===== src/rtl/instr_fetch_pkg.sv =====
// ============================================================================
// Module      : instr_fetch_pkg
// Description : Shared definitions for the instruction-fetch block: FSM
//               state encoding, reset PC default, MIPS opcode constants and
//               the branch-offset helper.
// Revision    : 1.0 - initial release
// ============================================================================
`default_nettype none

package instr_fetch_pkg;

  // Fetch FSM states, explicit 2-bit encoding
  typedef enum logic [1:0] {
    ST_IDLE = 2'd0,
    ST_REQ  = 2'd1,
    ST_HOLD = 2'd2
  } fetch_state_t;

  // PC loaded on reset unless the instantiation overrides it
  localparam logic [31:0] RESET_PC_DEFAULT = 32'h0000_0000;

  // Default instruction-memory word-address width
  localparam int IMEM_AW_DEFAULT = 14;

  // Primary opcodes (Instruction[31:26])
  localparam logic [5:0] OP_RTYPE = 6'h00;
  localparam logic [5:0] OP_J     = 6'h02;
  localparam logic [5:0] OP_JAL   = 6'h03;
  localparam logic [5:0] OP_BEQ   = 6'h04;
  localparam logic [5:0] OP_BNE   = 6'h05;

  // R-type function codes (Instruction[5:0])
  localparam logic [5:0] FN_JR    = 6'h08;

  // Sign-extend a 16-bit branch immediate and scale it to a byte offset
  function automatic logic [31:0] branch_offset(input logic [15:0] imm);
    return {{14{imm[15]}}, imm, 2'b00};
  endfunction

endpackage : instr_fetch_pkg

`default_nettype wire


===== src/rtl/instr_fetch_if.sv =====
// ============================================================================
// Module      : instr_fetch_if
// Description : Instruction-memory read bus between the fetch unit (master)
//               and the instruction memory (slave).
// Revision    : 1.0 - initial release
// ============================================================================
`default_nettype none

interface instr_fetch_if #(
  parameter int IMEM_AW = 14
);

  logic               imem_req;
  logic [IMEM_AW-1:0] imem_addr;
  logic [31:0]        imem_rdata;
  logic               imem_valid;

  // Fetch unit side
  modport master (
    output imem_req,
    output imem_addr,
    input  imem_rdata,
    input  imem_valid
  );

  // Instruction memory side
  modport slave (
    input  imem_req,
    input  imem_addr,
    output imem_rdata,
    output imem_valid
  );

endinterface : instr_fetch_if

`default_nettype wire


===== src/rtl/instr_fetch_npc_sel.sv =====
// ============================================================================
// Module      : npc_sel
// Description : Combinational next-PC selection for the fetch unit.
//               Priority: jr, then j/jal, then taken branch, then PC+4.
// Revision    : 1.0 - initial release
// ============================================================================
`default_nettype none

module npc_sel
  import instr_fetch_pkg::*;
(
  input  logic [31:0] pc,
  input  logic [25:0] target,     // Instruction[25:0]; [15:0] is the branch immediate
  input  logic        jr,
  input  logic        jmp,
  input  logic        jal,
  input  logic        branch,
  input  logic        nbranch,
  input  logic        zero,
  input  logic [29:0] jr_word,    // Read_data_1[31:2]; low bits are forced to zero
  output logic [31:0] pc_plus4,
  output logic [31:0] next_pc
);

  logic take_branch;

  // Sequential address wraps naturally at 2^32
  assign pc_plus4    = pc + 32'd4;
  assign take_branch = (branch & zero) | (nbranch & ~zero);

  // Priority mux: jr beats jumps, jumps beat branches
  always_comb begin
    next_pc = pc_plus4;
    if (jr) begin
      next_pc = {jr_word, 2'b00};
    end else if (jmp | jal) begin
      next_pc = {pc_plus4[31:28], target, 2'b00};
    end else if (take_branch) begin
      next_pc = pc_plus4 + branch_offset(target[15:0]);
    end
  end

endmodule : npc_sel

`default_nettype wire


===== src/rtl/instr_fetch.sv =====
// ============================================================================
// Module      : instr_fetch
// Description : Instruction fetch unit. Requests one word from instruction
//               memory, holds it for execute until acknowledged, then
//               advances the PC using the decoded control of the held
//               instruction. Flags jr targets that are not word aligned.
// Revision    : 1.0 - initial release
// ============================================================================
`default_nettype none

module instr_fetch
  import instr_fetch_pkg::*;
#(
  parameter logic [31:0] RESET_PC = RESET_PC_DEFAULT,
  parameter int          IMEM_AW  = IMEM_AW_DEFAULT
) (
  input  logic          clock,
  input  logic          reset_n,

  // Decoded control and operands for the held instruction
  input  logic          Branch,
  input  logic          nBranch,
  input  logic          Jmp,
  input  logic          Jal,
  input  logic          Jr,
  input  logic          Zero,
  input  logic [31:0]   Read_data_1,
  input  logic          instr_ack,

  // Instruction-memory read bus
  instr_fetch_if.master imem,

  // Fetched instruction towards execute
  output logic [31:0]   Instruction,
  output logic          inst_valid,
  output logic [31:0]   PC,
  output logic [31:0]   link_addr,
  output logic          misalign
);

  fetch_state_t state;
  logic [31:0]  pc;
  logic [31:0]  instr;
  logic         held;
  logic         req;
  logic         misalign_flag;
  logic [31:0]  next_pc;
  logic [31:0]  pc_plus4;
  logic         jr_unaligned;

  npc_sel u_npc_sel (
    .pc       (pc),
    .target   (instr[25:0]),
    .jr       (Jr),
    .jmp      (Jmp),
    .jal      (Jal),
    .branch   (Branch),
    .nbranch  (nBranch),
    .zero     (Zero),
    .jr_word  (Read_data_1[31:2]),
    .pc_plus4 (pc_plus4),
    .next_pc  (next_pc)
  );

  assign jr_unaligned = Jr && (Read_data_1[1:0] != 2'b00);

  // Fetch FSM with registered outputs; control inputs only matter on HOLD+ack
  always_ff @(posedge clock or negedge reset_n) begin
    if (!reset_n) begin
      state         <= ST_IDLE;
      pc            <= RESET_PC;
      instr         <= 32'h0000_0000;
      held          <= 1'b0;
      req           <= 1'b0;
      misalign_flag <= 1'b0;
    end else begin
      case (state)
        ST_IDLE: begin
          // Single settle cycle after reset; any memory response here is stale
          state <= ST_REQ;
          req   <= 1'b1;
        end
        ST_REQ: begin
          if (imem.imem_valid) begin
            instr <= imem.imem_rdata;
            held  <= 1'b1;
            req   <= 1'b0;
            state <= ST_HOLD;
          end
        end
        ST_HOLD: begin
          if (instr_ack) begin
            pc    <= next_pc;
            held  <= 1'b0;
            req   <= 1'b1;
            state <= ST_REQ;
            if (jr_unaligned) begin
              misalign_flag <= 1'b1;
            end
          end
        end
        default: begin
          state <= ST_IDLE;
          held  <= 1'b0;
          req   <= 1'b0;
        end
      endcase
    end
  end

  assign imem.imem_req  = req;
  assign imem.imem_addr = pc[IMEM_AW+1:2];

  assign Instruction = instr;
  assign inst_valid  = held;
  assign PC          = pc;
  assign link_addr   = pc_plus4;
  assign misalign    = misalign_flag;

endmodule : instr_fetch

`default_nettype wire


===== src/flat_wrapper.sv =====
// flat-port wrapper written by rule: the top's interface ports become plain ports
module instr_fetch_flat import instr_fetch_pkg::*;
#(
  parameter logic [31:0] RESET_PC = RESET_PC_DEFAULT,
  parameter int          IMEM_AW  = IMEM_AW_DEFAULT
)
  (clock, reset_n, Branch, nBranch, Jmp, Jal, Jr, Zero, Read_data_1, instr_ack, Instruction, inst_valid, PC, link_addr, misalign, imem_imem_req, imem_imem_addr, imem_imem_rdata, imem_imem_valid);
  instr_fetch_if #(.IMEM_AW(IMEM_AW)) imem_i ();
  input  logic clock;
  input  logic reset_n;
  input  logic Branch;
  input  logic nBranch;
  input  logic Jmp;
  input  logic Jal;
  input  logic Jr;
  input  logic Zero;
  input  logic [31:0] Read_data_1;
  input  logic instr_ack;
  output logic [31:0] Instruction;
  output logic inst_valid;
  output logic [31:0] PC;
  output logic [31:0] link_addr;
  output logic misalign;
  output wire logic [$bits(imem_i.imem_req)-1:0] imem_imem_req;
  output wire logic [$bits(imem_i.imem_addr)-1:0] imem_imem_addr;
  input wire logic [$bits(imem_i.imem_rdata)-1:0] imem_imem_rdata;
  input wire logic [$bits(imem_i.imem_valid)-1:0] imem_imem_valid;
  assign imem_imem_req = imem_i.imem_req;
  assign imem_imem_addr = imem_i.imem_addr;
  assign imem_i.imem_rdata = imem_imem_rdata;
  assign imem_i.imem_valid = imem_imem_valid;
  instr_fetch #(.RESET_PC(RESET_PC), .IMEM_AW(IMEM_AW)) u_core (.clock(clock), .reset_n(reset_n), .Branch(Branch), .nBranch(nBranch), .Jmp(Jmp), .Jal(Jal), .Jr(Jr), .Zero(Zero), .Read_data_1(Read_data_1), .instr_ack(instr_ack), .imem(imem_i), .Instruction(Instruction), .inst_valid(inst_valid), .PC(PC), .link_addr(link_addr), .misalign(misalign));
endmodule

===== config.mk =====
export PLATFORM = sky130hd
export DESIGN_NAME = instr_fetch_flat
export DESIGN_NICKNAME = d
export VERILOG_FILES = /design/src/rtl/instr_fetch_pkg.sv /design/src/rtl/instr_fetch_if.sv /design/src/rtl/instr_fetch_npc_sel.sv /design/src/rtl/instr_fetch.sv /design/src/flat_wrapper.sv
export SDC_FILE = /design/constraint.sdc
export NUM_CORES = 1
export LEC_CHECK = 0
export CAP_MARGIN = 20
export CORE_MARGIN = 5
export CORE_UTILIZATION = 40
export DETAILED_ROUTE_END_ITERATION = 8
export DONT_BUFFER_PORTS = 1
export HOLD_SLACK_MARGIN = 0.06
export PLACE_DENSITY = 0.61
export SETUP_SLACK_MARGIN = 0.2
export SLEW_MARGIN = 15
export SYNTH_ARGS = -nofsm -noshare
export SYNTH_HDL_FRONTEND = slang
export SYNTH_SLANG_ARGS = --single-unit
export TNS_END_PERCENT = 100

===== constraint.sdc =====
create_clock -name clock -period 6.1 [get_ports clock]
set_input_delay 0.61 -clock clock [delete_from_list [all_inputs] [get_ports clock]]
set_output_delay 0.61 -clock clock [all_outputs]
set_load 0.01 [all_outputs]

==> qor.yml <==
status: "completed"
grt_pass1_wl_mm: 29.1
period_share_pct: 71.5
cts.sinks: 67
clock_path_buffers: 2
design.die.area_um2: 16400
final_core_util_pct: 43.0
initial_utilization_pct: 40.6
rr_worst_depth: 15
whs_ps: 153
cp.arrival_ps: 4600
yosys.area_share.adder_pct: 8.64
core_area_um2: 13800
synth_area_leaders: "dfrtp_1, ha_1, mux2_2"
insertion_delay_ps: 340
fill_cells: 1359
synthXorXnorAreaFrac_pct: 7.99
drt-total-wl_mm: 18.8
finalHoldViolCount: 0
synth_top_cell_area_share_pct: 30.0
crit_type: "flop to flop"
layout_commonest_cell: "nand2_1"
vdd_ir_drop_max_uv: 246
hold_buffers: 1
yosysUniqueCellTypes: 59
root_buffer: "clkbuf_16"
dieHeight_um: 128
viasPerCell: 6.13
avgSynthCellArea_um2: 8.47
worstSetupEndpointType: "flop"
synthCells: 660
netlist_area_um2: 5590
clk_pin_slew_ps: 60
grt_max_degree: 68
period_minus_slack_ps: 4360
mostFrequentLayoutCells: "nand2_1, dfrtp_1, a21oi_1"
area_growth_pct: 5.97
p_leak_nw: 2.53
fin_nets: 740
synth-main-ff-cell: "dfrtp_1"
fin_skew_ps: 10.6
ant_nets: 0
synth_compound_area_share_pct: 22.7
antenna_found_initial: 3
synth_warnings: 0
seq_area_frac_synth_pct: 30.0
drt_pre_antenna_iters: 5
worst_path_largest_cell_delay_ps: 600
detail_route.drc_violations: 0
port_buffers: 0
synth-async-reset-ratio_pct: 100
ys_ff_latch: 67
cts_resized: 0
row_count: 43
path_cells: "and4_1 > and4_1 > and2_1 > nand3_1 > xnor2_1 > ha_1 > nand2_1 > nor3_1 > a221oi_1 > o21ai_0 > a31oi_1 > o21bai_1 > xnor2_1 > mux2i_1 > a211oi_1"
die_width_um: 128
tns_ps: 0
hpwl_mm: 14.1
maxCapViolCount: 0
drt_iter0_markers: 384
synth_mux_area_share_pct: 8.08
relSlewSlack_pct: 41.8
gr-usage-all-layers_pct: 22.6
dr_total_vias: 4986
cts_tree: "yes"
cp_slowest_cell: "dfrtp_1"
cts_setup_buffers: 0
fin_total_pwr_w: 0.00417
htree_levels: 3
grt_overflow: 0
numCtsBuffers: 9
worst_pin_slew_ps: 873
routabilityCongestion: 0.952
setup_viol: 0
synth_largest_area_cell: "dfrtp_1"
hp-class: "primary input to async pin"
cp-start-kind: "flop"
wl_per_cell_um: 23.1
fmax_mhz: 229
first_global_vias: 4981
drive_above_1_share_pct: 9.97
ioPinCount: 187
slew_violations: 0
synth_top_family_by_area: "compound AO/OA/AOI/OAI gates"
critPathMaxFanout: 8
rsz0062_at_grt: "no"
synthSimpleGateAreaFrac_pct: 16.8
synth_edf_count: 0
power.density_nw_per_um2: 703
required_ps: 6340
[flip-flops by register name, indices dropped and copies added, names as in the netlist]
register,flops
u_core.Instruction,32
u_core.state,2
u_core.misalign,1
u_core.PC,30
u_core.inst_valid,1
u_core.imem.imem_req,1
[per-stage QoR]
stage | cell area [um^2] | instances | setup WS, ps
6_report | 5930 | 813 | 1740
3_3_place_gp | 5620 | 796 | 1900
3_5_place_dp | 5620 | 796 | 1800
2_1_floorplan | 5600 | 663 | 2420
5_1_grt | 5930 | 813 | 1440
4_1_cts | 5920 | 812 | 1780
[final timing paths]
path | slack [ps] | to | startpoint
setup / recovery | 1740 | u_core.PC[22] | u_core.PC[9]
hold / removal | 150 | u_core.Instruction[8] | reset_n
setup reg to reg | 1740 | u_core.PC[22] | u_core.PC[9]
hold reg to reg | 560 | u_core.misalign | u_core.misalign
max in group asynchronous | 5650 | u_core.PC[17] | reset_n
min in group clock | 420 | u_core.Instruction[15] | imem_imem_rdata[15]
[cells in the mapped netlist, types with 4 or more instances]
master / number
a21o_1: 20
dfrtp_1: 67
nand3_1: 19
or3_1: 6
nor2b_1: 4
mux2i_1: 8
and4_1: 5
a311oi_1: 5
xor2_1: 16
and3_1: 10
buf_4: 18
o21bai_1: 9
o31ai_1: 4
nor3_1: 6
xnor2_1: 35
a21oi_1: 54
clkbuf_1: 31
ha_1: 37
mux2_2: 33
nand2_1: 68
nand4_1: 18
a221oi_1: 4
nor2_1: 45
o211ai_1: 10
o21ai_0: 46
o221ai_1: 5
a211oi_1: 4
inv_1: 16
nand2b_1: 4
a31oi_1: 7
[kinds of logic after synthesis]
group | after synthesis
other | 1
adders and majority gates | 38
AOI/OAI and AO/OA | 197
DFF | 67
xor gates and xnor gates | 51
and+or+nand+nor | 197
buffers and inverters | 68
muxes | 41
[final cells by class]
class                           count  area (um^2)  share of cell area [%]
Clock inverter                      4         26.3                   0.443
Tap cell                          180          225                    3.80
Antenna cell                        1         2.50                  0.0422
Timing Repair Buffer                6         65.1                    1.10
Multi-Input combinational cell    528         3620                    61.1
Sequential cell                    67         1680                    28.3
Clock buffer                       11          253                    4.26
Inverter                           16         60.1                    1.01
[metal layers]
metal  up-vias  track usage, %  wire length [um]
li1       2336               -                 -
met1      2367            28.6              7710
met2       242            36.3              8790
met3        37            7.17              1790
met4         4            7.93               489
met5         -               0                21
[power by group]
part           internal [W]  total (W)  switching, W
Sequential         0.000661    0.00115      0.000487
Combinational       0.00104    0.00253       0.00149
Clock              0.000294   0.000490      0.000196
Total               0.00199    0.00417       0.00218
[worst max-delay path, delay by kind of cell, from the launching register on]
kind                     cells  cell delay [ps]
adder cells (fa/ha/maj)      1              420
AO/OA/AOI/OAI                5             1230
flip-flops                   1              600
XOR/XNOR                     2              720
multiplexers                 1              140
AND/OR/NAND/NOR              6             1150
Power figures use the tool's default switching activity.
